===== src/rtl/seg_serial_driver_pkg.sv =====
// Shared constants, FSM state type and segment lookup for the serial 7-segment driver.
package seg_serial_driver_pkg;

  localparam int unsigned SEG_BYTE_W = 8;

  typedef enum logic [2:0] {
    ST_IDLE,
    ST_LOAD,
    ST_SHIFT_LO,
    ST_SHIFT_HI,
    ST_LATCH
  } state_e;

  // Active-high segments {a,b,c,d,e,f,g} for one hex nibble.
  function automatic logic [6:0] hex_to_seg(input logic [3:0] nib);
    logic [6:0] seg;
    case (nib)
      4'h0: seg = 7'h7E;
      4'h1: seg = 7'h30;
      4'h2: seg = 7'h6D;
      4'h3: seg = 7'h79;
      4'h4: seg = 7'h33;
      4'h5: seg = 7'h5B;
      4'h6: seg = 7'h5F;
      4'h7: seg = 7'h70;
      4'h8: seg = 7'h7F;
      4'h9: seg = 7'h7B;
      4'hA: seg = 7'h77;
      4'hB: seg = 7'h1F;
      4'hC: seg = 7'h4E;
      4'hD: seg = 7'h3D;
      4'hE: seg = 7'h4F;
      default: seg = 7'h47;
    endcase
    return seg;
  endfunction

endpackage


===== src/rtl/seg_serial_driver_encoder.sv =====
// Combinational hex nibble + dp + blank to segment byte {a..g,dp}.
module seg_hex_encoder
  import seg_serial_driver_pkg::*;
#(
  parameter bit ACTIVE_LOW = 1'b1
) (
  input  logic [3:0]            nibble_i,
  input  logic                  dp_i,
  input  logic                  blank_i,
  output logic [SEG_BYTE_W-1:0] seg_o
);

  logic [SEG_BYTE_W-1:0] seg_hi;

  // Build the active-high byte, then apply the board's drive polarity.
  always_comb begin
    seg_hi = blank_i ? '0 : {hex_to_seg(nibble_i), dp_i};
    seg_o  = ACTIVE_LOW ? ~seg_hi : seg_hi;
  end

endmodule


===== src/rtl/seg_serial_driver.sv =====
// Serialises N encoded seven-segment digits into an external shift-register chain,
// with its own refresh timer, one-deep pending request and busy/done status.
module seg_serial_driver
  import seg_serial_driver_pkg::*;
#(
  parameter int unsigned NUM_DIGITS     = 8,
  parameter int unsigned CLK_DIV        = 2,
  parameter int unsigned REFRESH_CYCLES = 65536,
  parameter bit          ACTIVE_LOW     = 1'b1,
  parameter bit          DIR            = 1'b0
) (
  input  logic                    clk,
  input  logic                    rst,
  input  logic [4*NUM_DIGITS-1:0] num,
  input  logic [NUM_DIGITS-1:0]   dot,
  input  logic [NUM_DIGITS-1:0]   blank,
  input  logic                    load_req,
  output logic                    s_clk,
  output logic                    s_clrn,
  output logic                    sout,
  output logic                    EN,
  output logic                    busy,
  output logic                    done
);

  localparam int unsigned FRAME_W = SEG_BYTE_W * NUM_DIGITS;
  localparam int unsigned BIT_W   = $clog2(FRAME_W);
  localparam int unsigned DIV_W   = $clog2(CLK_DIV) + 1;
  localparam int unsigned REF_W   = $clog2(REFRESH_CYCLES);

  localparam logic [BIT_W-1:0] BIT_LAST = BIT_W'(FRAME_W - 1);
  localparam logic [DIV_W-1:0] DIV_LAST = DIV_W'(CLK_DIV - 1);
  localparam logic [REF_W-1:0] REF_LAST = REF_W'(REFRESH_CYCLES - 1);

  state_e               state_q, state_d;
  logic [DIV_W-1:0]     div_q, div_d;
  logic [BIT_W-1:0]     bit_q, bit_d;
  logic [REF_W-1:0]     ref_q, ref_d;
  logic [FRAME_W-1:0]   frame_q, frame_d;
  logic                 pending_q, pending_d;
  logic                 s_clk_q, s_clk_d;
  logic                 sout_q, sout_d;
  logic                 en_q, en_d;
  logic                 busy_q, busy_d;
  logic                 done_q, done_d;
  logic                 s_clrn_q;

  logic                 tick;
  logic                 req;
  logic                 div_last;
  logic [FRAME_W-1:0]   seg_all;
  logic [FRAME_W-1:0]   frame_load;

  for (genvar d = 0; d < NUM_DIGITS; d++) begin : g_digit
    seg_hex_encoder #(
      .ACTIVE_LOW(ACTIVE_LOW)
    ) u_enc (
      .nibble_i(num[4*d +: 4]),
      .dp_i    (dot[d]),
      .blank_i (blank[d]),
      .seg_o   (seg_all[SEG_BYTE_W*d +: SEG_BYTE_W])
    );
  end

  // Frame is always shifted out MSB first; DIR=1 is handled by bit-reversing on load.
  always_comb begin
    frame_load = seg_all;
    if (DIR) begin
      for (int unsigned i = 0; i < FRAME_W; i++) begin
        frame_load[i] = seg_all[FRAME_W-1-i];
      end
    end
  end

  // Free-running refresh timer; tick on its last count.
  always_comb begin
    tick  = (ref_q == REF_LAST);
    ref_d = tick ? '0 : ref_q + REF_W'(1);
    req   = tick | load_req;
  end

  // FSM next state, counters, pending flag and next output values.
  // Outputs are registered from the next state so every pin comes straight off a flop.
  always_comb begin
    state_d   = state_q;
    div_d     = div_q;
    bit_d     = bit_q;
    frame_d   = frame_q;
    div_last  = (div_q == DIV_LAST);
    done_d    = 1'b0;

    case (state_q)
      ST_IDLE: begin
        div_d = '0;
        if (pending_q || req) state_d = ST_LOAD;
      end
      ST_LOAD: begin
        frame_d = frame_load;
        bit_d   = '0;
        div_d   = '0;
        state_d = ST_SHIFT_LO;
      end
      ST_SHIFT_LO: begin
        if (div_last) begin
          div_d   = '0;
          state_d = ST_SHIFT_HI;
        end else begin
          div_d = div_q + DIV_W'(1);
        end
      end
      ST_SHIFT_HI: begin
        if (div_last) begin
          div_d   = '0;
          frame_d = {frame_q[FRAME_W-2:0], 1'b0};
          if (bit_q == BIT_LAST) begin
            bit_d   = '0;
            state_d = ST_LATCH;
          end else begin
            bit_d   = bit_q + BIT_W'(1);
            state_d = ST_SHIFT_LO;
          end
        end else begin
          div_d = div_q + DIV_W'(1);
        end
      end
      ST_LATCH: begin
        if (div_last) begin
          div_d   = '0;
          done_d  = 1'b1;
          state_d = ST_IDLE;
        end else begin
          div_d = div_q + DIV_W'(1);
        end
      end
      default: state_d = ST_IDLE;
    endcase

    // Entering LOAD consumes the request; any other request collapses into one follow-up.
    if (state_q == ST_IDLE && state_d == ST_LOAD) pending_d = 1'b0;
    else if (req)                                 pending_d = 1'b1;
    else                                          pending_d = pending_q;

    s_clk_d = (state_d == ST_SHIFT_HI);
    en_d    = (state_d == ST_LATCH);
    busy_d  = (state_d != ST_IDLE);
    sout_d  = ((state_d == ST_SHIFT_LO) || (state_d == ST_SHIFT_HI)) ? frame_d[FRAME_W-1] : 1'b0;
  end

  // State, counters and output registers with synchronous reset.
  always_ff @(posedge clk) begin
    if (rst) begin
      state_q   <= ST_IDLE;
      div_q     <= '0;
      bit_q     <= '0;
      ref_q     <= '0;
      frame_q   <= '0;
      pending_q <= 1'b0;
      s_clk_q   <= 1'b0;
      sout_q    <= 1'b0;
      en_q      <= 1'b0;
      busy_q    <= 1'b0;
      done_q    <= 1'b0;
      s_clrn_q  <= 1'b0;
    end else begin
      state_q   <= state_d;
      div_q     <= div_d;
      bit_q     <= bit_d;
      ref_q     <= ref_d;
      frame_q   <= frame_d;
      pending_q <= pending_d;
      s_clk_q   <= s_clk_d;
      sout_q    <= sout_d;
      en_q      <= en_d;
      busy_q    <= busy_d;
      done_q    <= done_d;
      s_clrn_q  <= 1'b1;
    end
  end

  assign s_clk  = s_clk_q;
  assign s_clrn = s_clrn_q;
  assign sout   = sout_q;
  assign EN     = en_q;
  assign busy   = busy_q;
  assign done   = done_q;

endmodule


===== config.mk =====
export PLATFORM = sky130hd
export DESIGN_NAME = seg_serial_driver
export DESIGN_NICKNAME = d
export VERILOG_FILES = /design/src/rtl/seg_serial_driver_pkg.sv /design/src/rtl/seg_serial_driver_encoder.sv /design/src/rtl/seg_serial_driver.sv
export SDC_FILE = /design/constraint.sdc
export NUM_CORES = 1
export LEC_CHECK = 0
export BUFFER_PORTS_ARGS = -buffer_cell sky130_fd_sc_hd__buf_4
export CELL_PAD_IN_SITES_DETAIL_PLACEMENT = 0
export CELL_PAD_IN_SITES_GLOBAL_PLACEMENT = 2
export CORE_MARGIN = 5
export CORE_UTILIZATION = 40
export CTS_CLUSTER_SIZE = 24
export DETAILED_ROUTE_END_ITERATION = 10
export PLACE_DENSITY = 0.85
export SETUP_SLACK_MARGIN = 0.1
export SYNTH_ARGS = -nofsm -noshare
export SYNTH_HDL_FRONTEND = slang
export SYNTH_HIERARCHICAL = 1
export SYNTH_SLANG_ARGS = --single-unit

===== constraint.sdc =====
create_clock -name clk -period 4.7 [get_ports clk]
set_clock_uncertainty 0.1 [all_clocks]
set_input_delay 1.41 -clock clk [delete_from_list [all_inputs] [get_ports clk]]
set_output_delay 1.41 -clock clk [all_outputs]
set_load 0.005 [all_outputs]

==> impl_metrics.xml, run 1 <==
<?xml version="1.0" encoding="UTF-8"?>
<metrics>
  <group name="clocking">
    <metric name="hold_buffers" unit="">0</metric>
    <metric name="cts.sink_count" unit="">98</metric>
    <metric name="clk_latency" unit="ns">0.34</metric>
    <metric name="postcts_resize_cnt" unit="">0</metric>
    <metric name="cts_inserted_buffers" unit="">9</metric>
    <metric name="tritoncts" unit="">done</metric>
    <metric name="cts_post_setup_buffers_inserted" unit="">0</metric>
    <metric name="cts-root-to-sink-buffers" unit="">2</metric>
    <metric name="ctsHtreeMaxLevel" unit="">3</metric>
    <metric name="clkSlewWorstSetupHoldPaths" unit="ns">0.07</metric>
    <metric name="root_buffer" unit="">clkbuf_16</metric>
  </group>
  <group name="floorplanning">
    <metric name="std_cell_rows" unit="">44</metric>
    <metric name="ios" unit="">57</metric>
    <metric name="core_area" unit="sq um">14600</metric>
    <metric name="die_height" unit="um">132</metric>
    <metric name="fp.dieArea" unit="sq um">17500</metric>
    <metric name="chipWidth" unit="um">132</metric>
    <metric name="floorplan.initialDensity" unit="%">41.0</metric>
  </group>
  <group name="drt">
    <metric name="routed_via_density" unit="">5.90</metric>
    <metric name="routedWlPerCell" unit="um">15.5</metric>
    <metric name="drtPass1Iterations" unit="">11</metric>
    <metric name="routed_wl" unit="um">13600</metric>
    <metric name="via_count" unit="">5190</metric>
    <metric name="ant_nets" unit="">0</metric>
    <metric name="drt_drc_violations_left" unit="">5</metric>
    <metric name="drt_iter0_drc" unit="">609</metric>
  </group>
  <group name="yosys">
    <metric name="synth_cells" unit="">665</metric>
    <metric name="syn_area_per_cell" unit="sq um">9.00</metric>
    <metric name="post_synth_fa_ha_maj_area_fraction" unit="%">10.5</metric>
    <metric name="synth.distinct_cells" unit="">49</metric>
    <metric name="synth.most_common_cell" unit="">nor2_1</metric>
    <metric name="ys_top_cells_by_count" unit="">nor2_1 (106), dfxtp_1 (98), a222oi_1 (62)</metric>
    <metric name="yosys.area.top_type" unit="">dfxtp_1</metric>
    <metric name="synth.net_count" unit="">766</metric>
    <metric name="synthesis.yosys.warnings" unit="">6</metric>
    <metric name="dominant_cells_by_area_after_synthesis" unit="">dfxtp_1 (33%), ha_1 (10%), a222oi_1 (10%)</metric>
    <metric name="netlist_area" unit="sq um">5990</metric>
    <metric name="synth_enable_flop_cells" unit="">0</metric>
    <metric name="synth_seq_cells" unit="">98</metric>
    <metric name="yosys.area_share.xor_xnor" unit="%">2.34</metric>
    <metric name="synth_async_sr_flop_share" unit="%">0</metric>
    <metric name="synth_top_flop_cell" unit="">dfxtp_1</metric>
    <metric name="synthSimpleGateAreaFrac" unit="%">18.7</metric>
    <metric name="synth_top_family_by_area" unit="">compound AO/OA/AOI/OAI gates</metric>
    <metric name="muxShareOfSynthArea" unit="%">3.99</metric>
    <metric name="area_fraction_in_compound_gates_after_synthesis" unit="%">24.7</metric>
    <metric name="yosysTopAreaCellShare" unit="%">32.8</metric>
    <metric name="seq_area_frac_synth" unit="%">32.8</metric>
  </group>
  <group name="timing">
    <metric name="rsz0062_at_grt" unit="">no</metric>
    <metric name="setup_viol" unit="">0</metric>
    <metric name="tightestPinTransition" unit="ns">1.03</metric>
    <metric name="timing_hold_violations_final" unit="">0</metric>
    <metric name="min_period" unit="ns">2.64</metric>
    <metric name="max-slew-margin-rel" unit="%">30.9</metric>
    <metric name="max_freq" unit="GHz">0.379</metric>
    <metric name="timing.final.crit_share" unit="%">56.1</metric>
    <metric name="maxSlewViolCount" unit="">0</metric>
    <metric name="hold_slack" unit="ns">0.368</metric>
    <metric name="setup_total_negative_slack" unit="ns">0</metric>
  </group>
  <group name="run">
    <metric name="timing.max_cap.violations" unit="">0</metric>
  </group>
  <group name="global_routing">
    <metric name="vias_in_the_first_global_route" unit="">4754</metric>
    <metric name="maximum_number_of_pins_on_one_net_before_global_route_repair" unit="">87</metric>
    <metric name="gr-total-overflow" unit="">0</metric>
    <metric name="antenna_found_initial" unit="">0</metric>
    <metric name="global_route.usage.total" unit="%">14.9</metric>
    <metric name="wire_length_of_the_first_global_routing_pass" unit="um">22700</metric>
  </group>
  <group name="power">
    <metric name="vdd_drop_max" unit="mV">0.192</metric>
    <metric name="pwr-share-clk" unit="%">34.5</metric>
    <metric name="internal-power" unit="mW">1.43</metric>
    <metric name="swShare" unit="%">29.1</metric>
    <metric name="power.share.combinational" unit="%">19.5</metric>
    <metric name="seq_power_share" unit="%">46.0</metric>
    <metric name="powerDensity" unit="nW/um^2">302</metric>
    <metric name="switching_power" unit="mW">0.586</metric>
    <metric name="cellLeakagePower" unit="nW">2.69</metric>
  </group>
  <group name="setup_path">
    <metric name="timing_worst_setup_path_type" unit="">input port to flip-flop</metric>
    <metric name="worst-path-max-fanout" unit="">5</metric>
    <metric name="start_kind" unit="">input port</metric>
    <metric name="critical-path-top-delay-family" unit="">compound AO/OA/AOI/OAI gates</metric>
    <metric name="cp_slowest_cell" unit="">a221o_1</metric>
    <metric name="crit_end_element" unit="">flip-flop</metric>
    <metric name="slowest_delay" unit="ns">0.31</metric>
    <metric name="crit_required" unit="ns">4.80</metric>
    <metric name="r2r_slack" unit="ns">2.19</metric>
    <metric name="worstPathArrival" unit="ns">2.74</metric>
    <metric name="crit_buf_inv" unit="">2</metric>
    <metric name="timing.rr.start" unit="">state_q[1]</metric>
    <metric name="worstPathCellList" unit="">buf_4 -&gt; inv_1 -&gt; ha_1 -&gt; mux2_1 -&gt; a221o_1 -&gt; a222oi_1 -&gt; nor2_1</metric>
    <metric name="reg2reg_depth" unit="">5</metric>
    <metric name="r2r_end" unit="">frame_q[54]</metric>
  </group>
  <group name="final_layout">
    <metric name="drive_above_1_share" unit="%">14.9</metric>
    <metric name="n_antenna_cell" unit="">0</metric>
    <metric name="multi_input_area" unit="sq um">3620</metric>
    <metric name="area.growth.synth_to_final" unit="%">11.4</metric>
    <metric name="regArea" unit="sq um">1960</metric>
    <metric name="n_fill_cell" unit="">1398</metric>
    <metric name="design.final.nets" unit="">792</metric>
  </group>
  <group name="place">
    <metric name="port_buffers" unit="">56</metric>
    <metric name="globalplace.congestion" unit="">0.856</metric>
    <metric name="post-dp-hpwl" unit="um">9300</metric>
  </group>
  <group name="min_path">
    <metric name="startpoint_of_the_most_critical_hold_path" unit="">ref_q[0]</metric>
    <metric name="hold_path_class" unit="">flip-flop to flip-flop</metric>
    <metric name="timing.hold.worst_endpoint" unit="">ref_q[0]</metric>
    <metric name="min_delay_path_depth" unit="">1</metric>
  </group>
  <group name="status">
    <metric name="run_status" unit="">finished with violations</metric>
    <metric name="violations" unit="">DRC</metric>
  </group>
</metrics>
[state kept, by name, indices dropped and copies added, names as in the netlist, 2 cells and up]
register / flops
frame_q: 64
state_q: 3
div_q: 2
ref_q: 16
bit_q: 6
[routing by layer]
metal | routed length [um] | global-route usage (%) | vias up
met4 | 68 | 3.73 | 0
met5 | 0 | 0 | -
met3 | 614 | 4.12 | 8
met2 | 6190 | 23.0 | 133
li1 | - | - | 2576
met1 | 6720 | 20.6 | 2473
[cells in the final DEF, fill, tap and decap left out, drive strengths merged, types with 7 or more instances in the layout]
master / Yosys / final
clkbuf: 19 / 10
a311o: 9 / 9
o21ai: 19 / 19
ha: 50 / 50
nand3: 9 / 9
a31oi: 9 / 9
and2b: 8 / 8
xor2: 7 / 7
or2b: 7 / 7
a222oi: 62 / 62
a211oi: 10 / 10
nand2: 22 / 22
o211ai: 14 / 14
mux2i: 16 / 16
nor3: 17 / 17
o311ai: 8 / 8
mux2: 7 / 7
a21oi: 16 / 16
xnor2: 9 / 9
inv: 36 / 38
nor2b: 11 / 11
nor2: 114 / 114
a221o: 15 / 15
buf: 25 / 59
nand3b: 9 / 9
dfxtp: 98 / 98
[cell type report]
cell class              count  area share [%]
multi-input cells         487            54.3
clock inverters             6           0.751
well taps                 184            3.45
clock buffers              10            3.44
repair buffers             59            6.65
flip-flops and latches     98            29.4
inverters                  36            2.03
[cell families after synthesis]
logic type,after synthesis
xor gates and xnor gates,16
and+or+nand+nor,226
buffers and inverters,80
muxes,23
AOI/OAI and AO/OA,172
DFF,98
adders and majority gates,50
[power by group through the flow]
stage               combinational (mW)  clock (mW)  sequential (mW)
global route                     0.441       0.763            0.930
global placement                 0.382           0            0.941
CTS                              0.393       0.726            0.924
finish                           0.393       0.696            0.926
detailed placement               0.392           0            0.942
floorplan                        0.300           0            0.931
[worst register-to-register path: cells and delay by family, from the launching register on]
kind	cells	cell delay, ns
AOI/OAI and AO/OA	1	0.15
and+or+nand+nor	3	1.21
DFF	1	0.58
buffers and inverters	1	0.39
[worst max-delay path by stage]
stage	from	end	cells after the start
floorplan	num[12]	frame_q[28]	7
global placement	num[12]	frame_q[28]	8
detailed placement	num[28]	frame_q[57]	7
CTS	num[24]	frame_q[49]	7
global route	num[28]	frame_q[63]	8
finish	num[24]	frame_q[49]	7
[stage by stage]
step | setup slack [ns] | instance area [sq um] | std cells | utilization [%] | power [mW]
after floorplan | 1.94 | 5990 | 665 | - | 1.23
after global placement | 1.72 | 6390 | 864 | 43.8 | 1.32
after detailed placement | 1.71 | 6390 | 864 | 43.8 | 1.33
after CTS | 2.09 | 6670 | 880 | 45.7 | 2.04
after global routing | 1.93 | 6670 | 880 | 45.7 | 2.13
final | 2.06 | 6670 | 880 | 45.7 | 2.01
Note: power is estimated with default switching activity, not from simulation.
==> run 2, diff against run 1 <==
--- a/config.mk
+++ b/config.mk
@@ -9,10 +9,10 @@
 export CELL_PAD_IN_SITES_DETAIL_PLACEMENT = 0
 export CELL_PAD_IN_SITES_GLOBAL_PLACEMENT = 2
 export CORE_MARGIN = 5
-export CORE_UTILIZATION = 40
+export CORE_UTILIZATION = 34
 export CTS_CLUSTER_SIZE = 24
 export DETAILED_ROUTE_END_ITERATION = 10
-export PLACE_DENSITY = 0.85
+export PLACE_DENSITY = 0.77
 export SETUP_SLACK_MARGIN = 0.1
 export SYNTH_ARGS = -nofsm -noshare
 export SYNTH_HDL_FRONTEND = slang
==> constraint.sdc (replaced) <==
create_clock -name clk -period 2.4 [get_ports clk]
set_clock_uncertainty 0.1 [all_clocks]
set_input_delay 0.72 -clock clk [delete_from_list [all_inputs] [get_ports clk]]
set_output_delay 0.72 -clock clk [all_outputs]
set_load 0.005 [all_outputs]
==> impl_metrics.xml, run 2 (synthesis gave the netlist of run 1 again) <==
<?xml version="1.0" encoding="UTF-8"?>
<metrics>
  <group name="status">
    <metric name="run_status" unit="">complete, no violations</metric>
  </group>
  <group name="timing">
    <metric name="final_critical_path_setup_slack" unit="ns">0.402</metric>
    <metric name="hold_slack" unit="ns">0.364</metric>
    <metric name="max_freq" unit="GHz">0.501</metric>
    <metric name="tightestPinTransition" unit="ns">0.490</metric>
    <metric name="rsz0062_at_grt" unit="">no</metric>
    <metric name="setup_total_negative_slack" unit="ns">0</metric>
    <metric name="setup_viol" unit="">0</metric>
    <metric name="timing.final.crit_share" unit="%">83.2</metric>
    <metric name="timing_hold_violations_final" unit="">0</metric>
    <metric name="max-slew-margin-rel" unit="%">66.5</metric>
    <metric name="min_period" unit="ns">2.00</metric>
    <metric name="maxSlewViolCount" unit="">0</metric>
  </group>
  <group name="final_layout">
    <metric name="largest_reg_flops" unit="">64</metric>
    <metric name="postLayoutCoreUtil" unit="%">39.4</metric>
    <metric name="most-common-layout-cells" unit="">nor2_1 (106), dfxtp_1 (98), buf_4 (64)</metric>
    <metric name="drive_above_1_share" unit="%">15.8</metric>
    <metric name="regArea" unit="sq um">1960</metric>
    <metric name="n_fill_cell" unit="">1696</metric>
    <metric name="largestRegisters" unit="">frame_q: 64 flops, ref_q: 16 flops, bit_q: 6 flops</metric>
    <metric name="top_register" unit="">frame_q</metric>
    <metric name="area.growth.synth_to_final" unit="%">14.0</metric>
    <metric name="multi_input_area" unit="sq um">3620</metric>
    <metric name="n_antenna_cell" unit="">0</metric>
    <metric name="design.final.nets" unit="">798</metric>
    <metric name="mostFrequentLayoutCell" unit="">nor2_1</metric>
  </group>
  <group name="run">
    <metric name="timing.max_cap.violations" unit="">0</metric>
  </group>
  <group name="floorplanning">
    <metric name="fp.dieArea" unit="sq um">20400</metric>
    <metric name="floorplan.initialDensity" unit="%">34.6</metric>
    <metric name="std_cell_rows" unit="">48</metric>
    <metric name="chipWidth" unit="um">143</metric>
    <metric name="ios" unit="">57</metric>
    <metric name="core_area" unit="sq um">17300</metric>
    <metric name="die_height" unit="um">143</metric>
  </group>
  <group name="power">
    <metric name="fin_total_pwr" unit="mW">4.15</metric>
    <metric name="vdd_drop_max" unit="mV">0.298</metric>
    <metric name="powerDensity" unit="nW/um^2">608</metric>
    <metric name="cellLeakagePower" unit="nW">2.74</metric>
  </group>
  <group name="setup_path">
    <metric name="start_kind" unit="">input port</metric>
    <metric name="timing_worst_setup_path_type" unit="">input port to flip-flop</metric>
    <metric name="worst-path-max-fanout" unit="">4</metric>
    <metric name="worstPathArrival" unit="ns">2.11</metric>
    <metric name="crit_required" unit="ns">2.51</metric>
    <metric name="crit_end_element" unit="">flip-flop</metric>
  </group>
  <group name="clocking">
    <metric name="clkSlewWorstSetupHoldPaths" unit="ns">0.06</metric>
    <metric name="root_buffer" unit="">clkbuf_16</metric>
    <metric name="cts-root-to-sink-buffers" unit="">2</metric>
    <metric name="cts_post_setup_buffers_inserted" unit="">0</metric>
    <metric name="ctsHtreeMaxLevel" unit="">3</metric>
    <metric name="cts.sink_count" unit="">98</metric>
    <metric name="hold_buffers" unit="">0</metric>
    <metric name="tritoncts" unit="">done</metric>
    <metric name="postcts_resize_cnt" unit="">0</metric>
    <metric name="cts_inserted_buffers" unit="">9</metric>
    <metric name="clk_latency" unit="ns">0.34</metric>
  </group>
  <group name="place">
    <metric name="post-dp-hpwl" unit="um">9700</metric>
    <metric name="dp_slack" unit="ns">0.0389</metric>
    <metric name="port_buffers" unit="">56</metric>
    <metric name="globalplace.congestion" unit="">0.819</metric>
  </group>
  <group name="drt">
    <metric name="via_count" unit="">5222</metric>
    <metric name="drtPass1Iterations" unit="">7</metric>
    <metric name="ant_nets" unit="">0</metric>
    <metric name="drt_drc_violations_left" unit="">0</metric>
    <metric name="routed-wl-met3" unit="um">691</metric>
    <metric name="routed_via_density" unit="">5.63</metric>
    <metric name="wirelength_met1" unit="um">6430</metric>
    <metric name="drt_iter0_drc" unit="">541</metric>
    <metric name="route.met2.wl" unit="um">6530</metric>
    <metric name="routed_wl" unit="um">13800</metric>
    <metric name="routedWlPerCell" unit="um">14.9</metric>
    <metric name="uppermost_signal_routing_layer_after_detailed_routing" unit="">met4</metric>
  </group>
  <group name="global_routing">
    <metric name="maximum_number_of_pins_on_one_net_before_global_route_repair" unit="">67</metric>
    <metric name="gr-total-overflow" unit="">0</metric>
    <metric name="antenna_found_initial" unit="">0</metric>
    <metric name="global_route.usage.total" unit="%">13.2</metric>
    <metric name="vias_in_the_first_global_route" unit="">4923</metric>
    <metric name="wire_length_of_the_first_global_routing_pass" unit="um">23000</metric>
  </group>
  <group name="min_path">
    <metric name="hold_path_class" unit="">flip-flop to flip-flop</metric>
  </group>
</metrics>
run 2: cell types whose count changed in the layout (fill, tap and decap cells not counted):
cell / delta
clkbuf_8: +1
buf_12: +1
clkinv_4: -2
clkinvlp_4: +1
buf_4: +5
clkbuf_1: -1
bufinv_16: +2
inv_8: -1
run 2: metrics by stage:
stage          instances  area [sq um]
2_1_floorplan        665          5990
3_3_place_gp         911          6490
3_5_place_dp         911          6490
4_1_cts              927          6820
5_1_grt              927          6820
6_report             927          6820
run 2: area by class of cell:
class	count	area share, %
clock buffer	10	3.50
clock inverter	6	1.30
inverter	36	1.98
multi-input combinational	487	53.0
sequential	98	28.8
tap	225	4.13
timing repair buffer	65	7.34
run 2: per-layer routing:
layer  vias up  track usage, %
li1       2583               -
met1      2499            17.4
met2       128            22.2
met3        12            2.65
met4         0            3.20
met5         -               0
run 2: final timing paths:
kind | from | to | slack (ns) | depth (start not counted)
max | num[28] | sout | 0.40 | 8
min | ref_q[0] | ref_q[0] | 0.36 | 1
max reg2reg | ref_q[0] | busy | 0.57 | 5
min reg2reg | ref_q[0] | ref_q[0] | 0.36 | 1
run 2: power by group:
part,internal (mW),total [mW],switching (mW)
Combinational,0.351,0.785,0.434
Clock,0.943,1.55,0.612
Sequential,1.74,1.81,0.0683
Total,3.04,4.15,1.11
run 2: critical path, cell delays in order:
cell      delay, ns
buf_4          0.13
ha_1           0.23
or2b_1         0.25
o211ai_1       0.10
o311ai_1       0.14
nor3b_1        0.16
a221oi_1       0.30
nor2b_1        0.09
==> run 3, diff against run 2 <==
==> constraint.sdc (replaced) <==
create_clock -name clk -period 1.7 [get_ports clk]
set_clock_uncertainty 0.1 [all_clocks]
set_input_delay 0.51 -clock clk [delete_from_list [all_inputs] [get_ports clk]]
set_output_delay 0.51 -clock clk [all_outputs]
set_load 0.005 [all_outputs]
==> impl_metrics.xml, run 3 (synthesis gave the netlist of run 1 again) <==
<?xml version="1.0" encoding="UTF-8"?>
<metrics>
  <group name="clocking">
    <metric name="clk_latency" unit="ns">0.34</metric>
    <metric name="cts-root-to-sink-buffers" unit="">2</metric>
    <metric name="cts_inserted_buffers" unit="">9</metric>
    <metric name="clkSlewWorstSetupHoldPaths" unit="ns">0.07</metric>
    <metric name="tritoncts" unit="">done</metric>
    <metric name="root_buffer" unit="">clkbuf_16</metric>
    <metric name="ctsHtreeMaxLevel" unit="">3</metric>
    <metric name="hold_buffers" unit="">0</metric>
    <metric name="cts.sink_count" unit="">98</metric>
  </group>
  <group name="final_layout">
    <metric name="area.growth.synth_to_final" unit="%">45.4</metric>
    <metric name="multi_input_area" unit="sq um">4140</metric>
    <metric name="n_antenna_cell" unit="">0</metric>
    <metric name="finish.instance_area" unit="sq um">8700</metric>
    <metric name="design.final.nets" unit="">908</metric>
    <metric name="mostFrequentLayoutCell" unit="">buf_4</metric>
    <metric name="largest_reg_flops" unit="">64</metric>
    <metric name="final-instance-count-excl-fill" unit="">1037</metric>
    <metric name="most-common-layout-cells" unit="">buf_4 (140), nor2_1 (105), dfxtp_1 (87)</metric>
    <metric name="drive_above_1_share" unit="%">38.3</metric>
    <metric name="regArea" unit="sq um">1980</metric>
    <metric name="largestRegisters" unit="">frame_q: 64 flops, ref_q: 16 flops, bit_q: 6 flops</metric>
    <metric name="top_register" unit="">frame_q</metric>
    <metric name="n_fill_cell" unit="">1568</metric>
  </group>
  <group name="power">
    <metric name="cellLeakagePower" unit="nW">3.47</metric>
    <metric name="swShare" unit="%">27.8</metric>
    <metric name="internal-power" unit="mW">4.56</metric>
    <metric name="powerDensity" unit="nW/um^2">725</metric>
    <metric name="power.share.combinational" unit="%">24.6</metric>
    <metric name="seq_power_share" unit="%">40.5</metric>
    <metric name="vdd_drop_max" unit="mV">0.483</metric>
    <metric name="fin_total_pwr" unit="mW">6.31</metric>
    <metric name="switching_power" unit="mW">1.75</metric>
    <metric name="pwr-share-clk" unit="%">34.8</metric>
  </group>
  <group name="floorplanning">
    <metric name="die_height" unit="um">143</metric>
    <metric name="floorplan.initialDensity" unit="%">34.6</metric>
    <metric name="chipWidth" unit="um">143</metric>
    <metric name="std_cell_rows" unit="">48</metric>
    <metric name="fp.dieArea" unit="sq um">20400</metric>
    <metric name="ios" unit="">57</metric>
    <metric name="core_area" unit="sq um">17300</metric>
  </group>
  <group name="setup_path">
    <metric name="start_kind" unit="">input port</metric>
    <metric name="worstPathArrival" unit="ns">1.75</metric>
    <metric name="crit_required" unit="ns">1.83</metric>
    <metric name="timing_worst_setup_path_type" unit="">input port to flip-flop</metric>
    <metric name="worst-path-max-fanout" unit="">5</metric>
    <metric name="crit_end_element" unit="">flip-flop</metric>
  </group>
  <group name="global_routing">
    <metric name="vias_in_the_first_global_route" unit="">5429</metric>
    <metric name="global_route.usage.total" unit="%">14.6</metric>
    <metric name="wire_length_of_the_first_global_routing_pass" unit="um">25300</metric>
    <metric name="gr-total-overflow" unit="">0</metric>
    <metric name="maximum_number_of_pins_on_one_net_before_global_route_repair" unit="">67</metric>
    <metric name="antenna_found_initial" unit="">0</metric>
  </group>
  <group name="place">
    <metric name="port_buffers" unit="">56</metric>
    <metric name="numPlacedInstances" unit="">1002</metric>
    <metric name="globalplace.congestion" unit="">0.879</metric>
    <metric name="placed_area" unit="sq um">7890</metric>
    <metric name="post-dp-hpwl" unit="um">11100</metric>
  </group>
  <group name="timing">
    <metric name="max-slew-margin-rel" unit="%">72.9</metric>
    <metric name="timing_hold_violations_final" unit="">0</metric>
    <metric name="setup_viol" unit="">0</metric>
    <metric name="tightestPinTransition" unit="ns">0.405</metric>
    <metric name="max_freq" unit="GHz">0.615</metric>
    <metric name="hold_slack" unit="ns">0.360</metric>
    <metric name="timing.final.crit_share" unit="%">95.7</metric>
    <metric name="maxSlewViolCount" unit="">0</metric>
    <metric name="rsz0062_at_grt" unit="">yes</metric>
    <metric name="min_period" unit="ns">1.63</metric>
  </group>
  <group name="drt">
    <metric name="routedWlPerCell" unit="um">15.4</metric>
    <metric name="routed_via_density" unit="">5.48</metric>
    <metric name="drt_drc_violations_left" unit="">0</metric>
    <metric name="ant_nets" unit="">0</metric>
    <metric name="via_count" unit="">5681</metric>
    <metric name="routed_wl" unit="um">15900</metric>
    <metric name="drt_iter0_drc" unit="">735</metric>
    <metric name="drtPass1Iterations" unit="">10</metric>
  </group>
  <group name="run">
    <metric name="timing.max_cap.violations" unit="">0</metric>
  </group>
  <group name="status">
    <metric name="run_status" unit="">complete, no violations</metric>
  </group>
  <group name="min_path">
    <metric name="hold_path_class" unit="">input port to flip-flop</metric>
  </group>
</metrics>
==> run 3: final timing paths <==
| path | start | endpoint | slack, ns | depth (start not counted) |
|---|---|---|---|---|
| max | num[12] | frame_q[28] | 0.07 | 8 |
| min | rst | pending_q | 0.36 | 2 |
| max reg2reg | state_q[2] | frame_q[28] | 0.11 | 6 |
| min reg2reg | div_q[1] | div_q[1] | 0.37 | 2 |
==> run 3: power groups by stage <==
| stage | clock network, mW | registers, mW | logic, mW |
|---|---|---|---|
| after floorplan | 0 | 2.57 | 0.926 |
| after global placement | 0 | 2.60 | 1.41 |
| after detailed placement | 0 | 2.60 | 1.45 |
| after CTS | 2.25 | 2.55 | 1.49 |
| after global routing | 2.36 | 2.58 | 1.70 |
| final | 2.20 | 2.56 | 1.55 |
==> run 3: repair_timing <==
action	4_1_cts	5_1_grt
endpoints found under the setup margin	69	68
cloned	0	5
pin swaps	9	69
resized for setup	24	55
buffers inserted	3	11
==> run 3: final cells by class <==
cell class,instances,area share (%)
Clock buffer,9,2.59
Timing Repair Buffer,175,19.0
Clock inverter,7,1.16
Inverter,36,3.77
Sequential cell,98,22.7
Tap cell,225,3.24
Multi-Input combinational cell,487,47.5
==> run 3: layer usage <==
layer,vias up,GRT usage (%),wire [um]
li1,2811,-,-
met4,0,4.20,247
met3,16,1.81,637
met5,-,0,0
met2,123,25.1,7910
met1,2731,19.2,7140
==> run 3: metrics by stage <==
step / worst slack, ns / setup TNS (ns) / utilization [%]
3_3_place_gp: -0.357 / -10.38 / 45.6
6_report: 0.0735 / 0 / 50.3
2_1_floorplan: -0.113 / -0.404 / -
4_1_cts: 0.0786 / 0 / 48.2
3_5_place_dp: -0.424 / -11.99 / 45.6
5_1_grt: 0.00994 / 0 / 50.3
==> run 3: worst max-delay path, stage by stage <==
cell	delay [ns]
buf_12	0.10
inv_12	0.04
ha_4	0.24
nor2b_4	0.13
nor3_1	0.05
or3_1	0.36
a222oi_1	0.25
nor2_1	0.07
